## src/rtl/ysyx_2022040010_rw_sched_pkg.sv

```systemverilog
// Shared constants and types for the rw channel scheduler: requester ids,
// transfer direction, full-width size code, FSM states and the latched command.
package ysyx_2022040010_rw_sched_pkg;

    localparam logic [3:0] RW_ID_ICACHE  = 4'd0;
    localparam logic [3:0] RW_ID_DCACHE  = 4'd1;
    localparam logic [3:0] RW_ID_UNCACHE = 4'd2;

    localparam logic RW_READ  = 1'b0;
    localparam logic RW_WRITE = 1'b1;

    localparam logic [1:0] SIZE_D = 2'b11;

    // Bit positions in the one-hot grant vector
    localparam int GNT_I = 0;
    localparam int GNT_D = 1;
    localparam int GNT_U = 2;

    typedef enum logic [1:0] {
        ST_IDLE = 2'd0,
        ST_BUSY = 2'd1,
        ST_DONE = 2'd2
    } rw_state_e;

    typedef struct packed {
        logic [3:0]  id;
        logic        req;
        logic [63:0] addr;
        logic [1:0]  size;
        logic [7:0]  mask;
    } rw_cmd_t;

endpackage

```

## src/rtl/ysyx_2022040010_rw_sched_prio.sv

```systemverilog
// Combinational requester select: dcache > uncache > icache, with icache
// promoted to the top when the starve flag is set. Grant is one-hot.
module ysyx_2022040010_rw_prio
    import ysyx_2022040010_rw_sched_pkg::*;
(
    input  logic       icache_req,
    input  logic       dcache_req,
    input  logic       uncache_req,
    input  logic       starve,
    output logic [2:0] grant
);

    always_comb begin
        grant = '0;
        if (icache_req && starve)
            grant[GNT_I] = 1'b1;
        else if (dcache_req)
            grant[GNT_D] = 1'b1;
        else if (uncache_req)
            grant[GNT_U] = 1'b1;
        else if (icache_req)
            grant[GNT_I] = 1'b1;
    end

endmodule

```

## src/rtl/ysyx_2022040010_rw_sched.sv

```systemverilog
// Shares the single AXI rw channel between icache, dcache and uncache: grants
// one requester, holds the latched command until its ready, then pulses refresh.
module ysyx_2022040010_rw_sched
    import ysyx_2022040010_rw_sched_pkg::*;
#(
    parameter int ADDR_W       = 32,
    parameter int DATA_W       = 64,
    parameter int STARVE_LIMIT = 4
) (
    input  logic              clk,
    input  logic              rst,
    input  logic              icache_re_i,
    input  logic [ADDR_W-1:0] icache_addr_i,
    output logic [DATA_W-1:0] icache_data_o,
    output logic              icache_refresh_o,
    input  logic              dcache_re_i,
    input  logic              dcache_we_i,
    input  logic [7:0]        dcache_mask_i,
    input  logic [ADDR_W-1:0] dcache_addr_i,
    input  logic [DATA_W-1:0] dcache_olddata_i,
    output logic [DATA_W-1:0] dcache_newdata_o,
    output logic              dcache_refresh_o,
    input  logic              uncache_re_i,
    input  logic              uncache_we_i,
    input  logic [1:0]        uncache_size_i,
    input  logic [7:0]        uncache_mask_i,
    input  logic [ADDR_W-1:0] uncache_addr_i,
    input  logic [DATA_W-1:0] uncache_wdata_i,
    output logic [DATA_W-1:0] uncache_rdata_o,
    output logic              uncache_refresh_o,
    output logic              rw_valid_o,
    input  logic              rw_ready_i,
    output logic              rw_req_o,
    output logic [63:0]       rw_addr_o,
    output logic [1:0]        rw_size_o,
    output logic [3:0]        rw_id_o,
    input  logic [3:0]        rw_id_i,
    input  logic [DATA_W-1:0] data_read_i,
    output logic [DATA_W-1:0] data_write_o,
    output logic [7:0]        w_mask_o,
    output logic              stallreq_for_cache
);

    localparam logic [3:0] STARVE_MAX = 4'(STARVE_LIMIT);

    rw_state_e         state, state_nxt;
    rw_cmd_t           cmd, cmd_nxt;
    logic [DATA_W-1:0] wdata, wdata_nxt;
    logic [3:0]        starve_cnt;
    logic [2:0]        grant;
    logic              any_req, granting, capture;

    assign any_req  = icache_re_i | dcache_re_i | dcache_we_i | uncache_re_i | uncache_we_i;
    assign granting = (state == ST_IDLE) && (|grant);
    assign capture  = (state == ST_BUSY) && rw_ready_i && (rw_id_i == cmd.id);

    ysyx_2022040010_rw_prio u_prio (
        .icache_req  (icache_re_i),
        .dcache_req  (dcache_re_i | dcache_we_i),
        .uncache_req (uncache_re_i | uncache_we_i),
        .starve      (starve_cnt == STARVE_MAX),
        .grant       (grant)
    );

    // Command for whichever requester wins this cycle; reads carry no mask/data
    always_comb begin
        cmd_nxt   = '0;
        wdata_nxt = '0;
        if (grant[GNT_D]) begin
            cmd_nxt.id   = RW_ID_DCACHE;
            cmd_nxt.req  = dcache_we_i ? RW_WRITE : RW_READ;
            cmd_nxt.addr = 64'(dcache_addr_i);
            cmd_nxt.size = SIZE_D;
            cmd_nxt.mask = dcache_we_i ? dcache_mask_i : 8'h00;
            wdata_nxt    = dcache_we_i ? dcache_olddata_i : '0;
        end else if (grant[GNT_U]) begin
            cmd_nxt.id   = RW_ID_UNCACHE;
            cmd_nxt.req  = uncache_we_i ? RW_WRITE : RW_READ;
            cmd_nxt.addr = 64'(uncache_addr_i);
            cmd_nxt.size = uncache_size_i;
            cmd_nxt.mask = uncache_we_i ? uncache_mask_i : 8'h00;
            wdata_nxt    = uncache_we_i ? uncache_wdata_i : '0;
        end else if (grant[GNT_I]) begin
            cmd_nxt.id   = RW_ID_ICACHE;
            cmd_nxt.req  = RW_READ;
            cmd_nxt.addr = 64'(icache_addr_i);
            cmd_nxt.size = SIZE_D;
        end
    end

    always_ff @(posedge clk) begin
        if (rst) begin
            state <= ST_IDLE;
        end else begin
            state <= state_nxt;
        end
    end

    always_comb begin
        state_nxt = state;
        case (state)
            ST_IDLE: if (|grant) state_nxt = ST_BUSY;
            ST_BUSY: if (capture) state_nxt = ST_DONE;
            ST_DONE: state_nxt = ST_IDLE;
            default: state_nxt = ST_IDLE;
        endcase
    end

    always_comb begin
        rw_valid_o        = (state == ST_BUSY);
        icache_refresh_o  = (state == ST_DONE) && (cmd.id == RW_ID_ICACHE);
        dcache_refresh_o  = (state == ST_DONE) && (cmd.id == RW_ID_DCACHE);
        uncache_refresh_o = (state == ST_DONE) && (cmd.id == RW_ID_UNCACHE);
        stallreq_for_cache = (state != ST_IDLE) || any_req;
    end

    // Starve counter only moves when a grant is actually made
    always_ff @(posedge clk) begin
        if (rst) begin
            cmd        <= '0;
            wdata      <= '0;
            starve_cnt <= '0;
        end else if (granting) begin
            cmd   <= cmd_nxt;
            wdata <= wdata_nxt;
            if (grant[GNT_I])
                starve_cnt <= '0;
            else if (icache_re_i && (starve_cnt != STARVE_MAX))
                starve_cnt <= starve_cnt + 4'd1;
        end
    end

    always_ff @(posedge clk) begin
        if (rst) begin
            icache_data_o    <= '0;
            dcache_newdata_o <= '0;
            uncache_rdata_o  <= '0;
        end else if (capture && (cmd.req == RW_READ)) begin
            case (cmd.id)
                RW_ID_ICACHE:  icache_data_o    <= data_read_i;
                RW_ID_DCACHE:  dcache_newdata_o <= data_read_i;
                RW_ID_UNCACHE: uncache_rdata_o  <= data_read_i;
                default: ;
            endcase
        end
    end

    assign rw_req_o     = cmd.req;
    assign rw_addr_o    = cmd.addr;
    assign rw_size_o    = cmd.size;
    assign rw_id_o      = cmd.id;
    assign w_mask_o     = cmd.mask;
    assign data_write_o = wdata;

endmodule

```

## config.mk

```make
export PLATFORM = sky130hd
export DESIGN_NAME = ysyx_2022040010_rw_sched
export DESIGN_NICKNAME = d
export VERILOG_FILES = /design/src/rtl/ysyx_2022040010_rw_sched_pkg.sv /design/src/rtl/ysyx_2022040010_rw_sched_prio.sv /design/src/rtl/ysyx_2022040010_rw_sched.sv
export SDC_FILE = /design/constraint.sdc
export NUM_CORES = 1
export LEC_CHECK = 0
export CAP_MARGIN = 10
export CORE_AREA = 2 2 256 258
export CTS_CLUSTER_SIZE = 14
export DETAILED_ROUTE_END_ITERATION = 8
export DIE_AREA = 0 0 258 260
export DONT_BUFFER_PORTS = 1
export SLEW_MARGIN = 0
export SYNTH_ARGS = -nofsm -noshare
export SYNTH_HDL_FRONTEND = slang
export SYNTH_SLANG_ARGS = --single-unit
```

## constraint.sdc

```tcl
create_clock -name clk -period 2.7 [get_ports clk]
set_input_delay 0.81 -clock clk [delete_from_list [all_inputs] [get_ports clk]]
set_output_delay 0.81 -clock clk [all_outputs]
set_load 0.01 [all_outputs]
```

==> Word-level counts from Yosys, hierarchy flattened <==
Cells that the tools add are included.
Widths: inputs -> output; s select.
{ "word_totals": {"ff_bits": 341, "in_bits": 318, "output_inout_bits": 340, "word_cells": 73} }
{ "op_classes": {"add_sub_neg": 1, "eq_ne": 9, "n_mux": 25, "bitwise": 7, "reduce_logical": 20} }
{ "op_table": {"columns": ["cell", "n"], "rows": [
  ["$mux 64", 4],
  ["$mux 77", 1],
  ["$mux 69", 1],
  ["$mux 34", 1],
  ["$mux 8", 3],
  ["$reduce_and 2->1", 5],
  ["$logic_and 1x1->1", 9],
  ["$mux 1", 9],
  ["$mux 4", 2],
  ["$mux 2", 3],
  ["$or 1x1->1", 6],
  ["$add 4x1->4 const B", 1],
  ["$eq 4x1->1 const B", 1],
  ["$eq 4x2->1 const B", 1],
  ["$eq 4x3->1 const B", 1],
  ["$eq 4x4->1", 1],
  ["$logic_not 4->1", 1],
  ["$ne 2x1->1 const B", 2],
  ["$ne 4x3->1 const B", 1],
  ["$pmux 2 s2", 1],
  ["$reduce_bool 2->1", 2],
  ["$reduce_or 3->1", 1],
  ["$eq 2x1->1 const B", 1],
  ["$eq 2x2->1 const B", 1],
  ["3 further kinds", 3]
]} }

==> Depth between registers and ports, before layout <==
{ "depth": {"word_depth": 7, "mapped_depth": 9, "ltp_nobuf": 6} }

==> Modules after synthesis <==
A second synthesis with hierarchy kept.
{ "unflattened": {"hier_cells": 1397, "hier_area_um2": 12170.4} }
{ "by_module_without_submodules": {"columns": ["mod", "instances", "cells_per_inst", "area_per_inst_um2", "seq_area_each_um2"], "rows": [
  ["ysyx_2022040010_rw_sched", 1, 1392, 12131.6, 6145.9],
  ["ysyx_2022040010_rw_prio", 1, 5, 38.8, 0.0]
]} }

==> Least setup slack after synthesis <==
No wires, ideal clock.
{ "synth_timing": {"path_type": "input port to output port", "startpoint": "in uncache_re_i", "endpoint": "out stallreq_for_cache", "t_arrival_ns": 1.413, "t_required_ns": 1.890, "path_slack_ns": 0.477, "stages": 2, "n_path_buf": 0, "cell_sequence": "nor4_1 -> nand3b_1"} }
{ "synth_between": {"elab_chain_len": 3} }
{ "synth_rtl": {"columns": ["item", "line_no", "source"], "rows": [
  ["from (decl)", "ysyx_2022040010_rw_sched.sv:23", "input logic uncache_re_i,"],
  ["$or 1x1->1 (2 in series)", "ysyx_2022040010_rw_sched.sv:53", "assign any_req = icache_re_i | dcache_re_i | dcache_we_i | uncache_re_i | uncache_we_i;"],
  ["$logic_or 1x1->1", "ysyx_2022040010_rw_sched.sv:114", "stallreq_for_cache = (state != ST_IDLE) || any_req;"],
  ["to (decl)", "ysyx_2022040010_rw_sched.sv:41", "output logic stallreq_for_cache"]
]} }
Every way passes these cells.

==> Worst setup path after layout <==
{ "layout_timing": {"startpoint": "reg state[1]", "endpoint": "out icache_refresh_o"} }
{ "layout_between": {"elab_chain_len": 2} }
{ "layout_rtl": {"columns": ["item", "line_no", "source"], "rows": [
  ["from (decl)", "ysyx_2022040010_rw_sched.sv:46", "rw_state_e state, state_nxt;"],
  ["from (signal assigned)", "ysyx_2022040010_rw_sched.sv:95", "state <= state_nxt;"],
  ["$eq 2x2->1", "ysyx_2022040010_rw_sched.sv:111", "icache_refresh_o = (state == ST_DONE) && (cmd.id == RW_ID_ICACHE);"],
  ["$logic_and 1x1->1", "ysyx_2022040010_rw_sched.sv:111", null],
  ["to (decl)", "ysyx_2022040010_rw_sched.sv:15", "output logic icache_refresh_o,"]
]} }
Every way passes these cells.

==> reports/summary.json <==
{
  "clock_network": {
    "cts-root-buf": "clkbuf_16",
    "htree_num_levels": 2,
    "worst_skew_pair_later_pin_latency_ps": 530,
    "cts-hold-fix-buffers": 0,
    "max-clock-path-buffers": 3,
    "clk_pin_slew_worst_paths_ps": 60,
    "cts_tree": "yes",
    "clock_sink_count": 307,
    "postCtsSetupRepairBufs": 0,
    "cts_buffers": 35
  },
  "global_routing": {
    "grt_pass1_wl_mm": 62.4,
    "grt_max_degree": 311,
    "via_count_of_the_first_global_routing_pass": 9614,
    "grt-ovfl-total": 0,
    "globalRouteTotalUtil_pct": 12.2,
    "grt_antenna_before_repair": 7
  },
  "cells_and_area": {
    "num-nets-final": 1695,
    "drive_gt1_share_pct": 7.51,
    "area_delta_synth_final_pct": 16.6
  },
  "sta": {
    "setup-tns-final_ps": 0,
    "worst_hold_slack_after_final_layout_ps": 363,
    "unrepaired_setup_endpoints_after_global_routing": "no",
    "slew_headroom_pct": 40.0,
    "timing_worst_slew_pin_value_ps": 878,
    "final-max-slew-violation-count": 0,
    "final-setup-viol-count": 0,
    "timing.clock.skew_ps": 17.2,
    "final_period_minus_worst_setup_slack_ps": 2540,
    "fin_crit_sh_pct": 94.0,
    "hold_viol_final": 0,
    "f_max_mhz": 394
  },
  "pwr": {
    "leakagePower_nw": 4.52,
    "report.power.total_w": 0.0102,
    "p_per_area_mw_per_mm2": 734,
    "vdd.ir_drop.worst_uv": 449
  },
  "setup_path": {
    "cp-start-kind": "register",
    "r2r_slack_ps": 350,
    "crit_required_ps": 1890,
    "critical_path_class": "reg -> out",
    "top_fanout_value_on_the_critical_path": 5,
    "crit_arrival_ps": 1730,
    "setup.worst_path.end_class": "output pin"
  },
  "floorplanning": {
    "std_cell_rows": 93,
    "core_sq_mm": 0.0641,
    "floorplan.die.width_um": 258,
    "initial_core_util_pct": 18.5,
    "floorplan.die_area_sq_mm": 0.0671,
    "die_height_um": 260,
    "i_o_pins": 658
  },
  "detailed_routing": {
    "drt_wl_total_mm": 44.5,
    "via_density": 4.62,
    "drt.antenna.violating_nets": 0,
    "vias": 10421,
    "first_iter_violations": 1226,
    "drcViolationCount": 1,
    "wl_per_cell_um": 19.7,
    "first_pass_iters": 9
  },
  "job": {
    "maxCapViolCount": 0
  },
  "synthesis": {
    "ys_ff_latch": 307,
    "syn_avg_cell_area_sq_um": 8.28,
    "synth_enable_flop_cells": 0,
    "synth_area_sq_mm": 0.0119,
    "yosys_most_used_dff": "dfxtp_1",
    "yosysUniqueCellTypes": 43,
    "post_synth_inst_count": 1432,
    "yosys.area.top_type_share_pct": 51.8,
    "synth_largest_area_cell": "dfxtp_1",
    "ys_async_sr_fraction_pct": 0,
    "synth.yosys.warnings": 0,
    "synth.yosys.seq_area_share_pct": 51.8,
    "synth.top_cells.by_area": "dfxtp_1 (52%), nand2_1 (12%), a21oi_1 (8.3%), a221oi_1 (5.3%), nor2_1 (3.5%)"
  },
  "place": {
    "post-dp-hpwl_mm": 31.9,
    "place.port_buffers": 0,
    "place.gp.congestion": 0.958
  },
  "status": {
    "violations": "design-rule violations",
    "status": "complete, but fails checks"
  },
  "hold_path": {
    "worstHoldPathType": "in -> reg"
  }
}
==> state kept, by name, indices dropped and copies added, names as in the netlist <==
name / count
rw_id_o: 2
icache_data_o: 64
rw_size_o: 2
state: 2
starve_cnt: 4
w_mask_o: 8
dcache_newdata_o: 64
rw_req_o: 1
rw_addr_o: 32
data_write_o: 64
uncache_rdata_o: 64
==> stage by stage <==
step | instance area (sq um) | utilization [%] | setup slack [ps] | std cells
2_1_floorplan | 12000 | - | 477 | 1465
3_3_place_gp | 12700 | 19.8 | -80.5 | 2193
3_5_place_dp | 12700 | 19.8 | -5.62 | 2193
4_1_cts | 13800 | 21.5 | 72.5 | 2253
5_1_grt | 13800 | 21.6 | 17.9 | 2256
6_report | 13800 | 21.6 | 163 | 2257
==> synthesized netlist by cell type, types with 2 or more instances <==
library cell and instances:
a221oi_1 72, and4b_1 2, inv_1 3, a222oi_1 32, dfxtp_1 307, and3_1 2
xnor2_1 2, nand3b_1 4, nor4bb_1 2, nand4b_1 3, nor2_1 112, a21oi_1 196
nor3b_1 4, buf_4 38, a211oi_1 31, ha_1 2, buf_6 7, nor2b_1 2
nor3_1 76, or4_1 3, buf_2 52, nand2_1 390, clkbuf_1 65, nand3_1 6
==> worst paths after layout <==
check / from / cells past startpoint / endpoint
worst min register to register: starve_cnt[2] / 2 / starve_cnt[2]
worst max register to register: starve_cnt[0] / 7 / rw_addr_o[28]
worst max-delay path: state[1] / 3 / icache_refresh_o
worst min-delay path: rst / 1 / data_write_o[11]
==> area by class of cell <==
cell class	count	area [sq um]
fill	7006	50300
sequential	307	6150
multi-input combinational	993	5010
tap	855	1070
clock buffer	50	1020
timing repair buffer	35	463
clock inverter	10	90.1
inverter	3	11.3
antenna	4	10.0
==> routing by layer <==
metal	GRT usage [%]	vias to the layer above	share of wire, %
li1	-	4788	-
met1	14.4	4874	39
met2	19.9	667	46
met3	4.43	88	11
met4	5.39	4	3.8
met5	0	-	0.076
==> cells by family (layout without fill, tap and decap cells) <==
group,Yosys count,after routing,synth area share (%)
buf+inv,165,98,7.42
compound gates,340,340,18.9
other cells,1,38,0.0316
xor+xnor,2,2,0.148
flops,307,307,51.8
simple gates,615,615,21.5
fa+ha+maj,2,2,0.211
==> report_power, final <==
group | total, W | switching (W) | internal, W | leakage (nW)
Sequential | 0.00494 | 0.000239 | 0.00470 | 2.50
Combinational | 0.000576 | 0.000341 | 0.000235 | 1.46
Clock | 0.00464 | 0.00191 | 0.00273 | 0.554
==> worst max-delay path, cell delays in order, from the launching register on <==
cell	delay (ps)
dfxtp_1	420
nand2b_1	270
nor3_2	310
buf_4	180
==> placed cells by master (no fill, tap or decap), types with 4 or more instances in the layout <==
cell,instances
buf_4,19
a211oi_1,31
clkinv_2,5
a221oi_1,72
conb_1,34
nor3_1,75
clkbuf_8,9
buf_12,16
clkbuf_16,35
diode_2,4
a222oi_1,32
nor2_1,111
clkbuf_1,6
nand3_1,4
nand3b_1,4
nor3b_1,4
dfxtp_1,306
a21oi_1,196
nand2_1,390
==> timing repair <==
item / 4_1_cts / 5_1_grt
endpoints found under the setup margin: 3 / 0
gates resized for setup: 3 / 0
hold endpoints to repair: 0 / 0
Power figures use the tool's default switching activity.
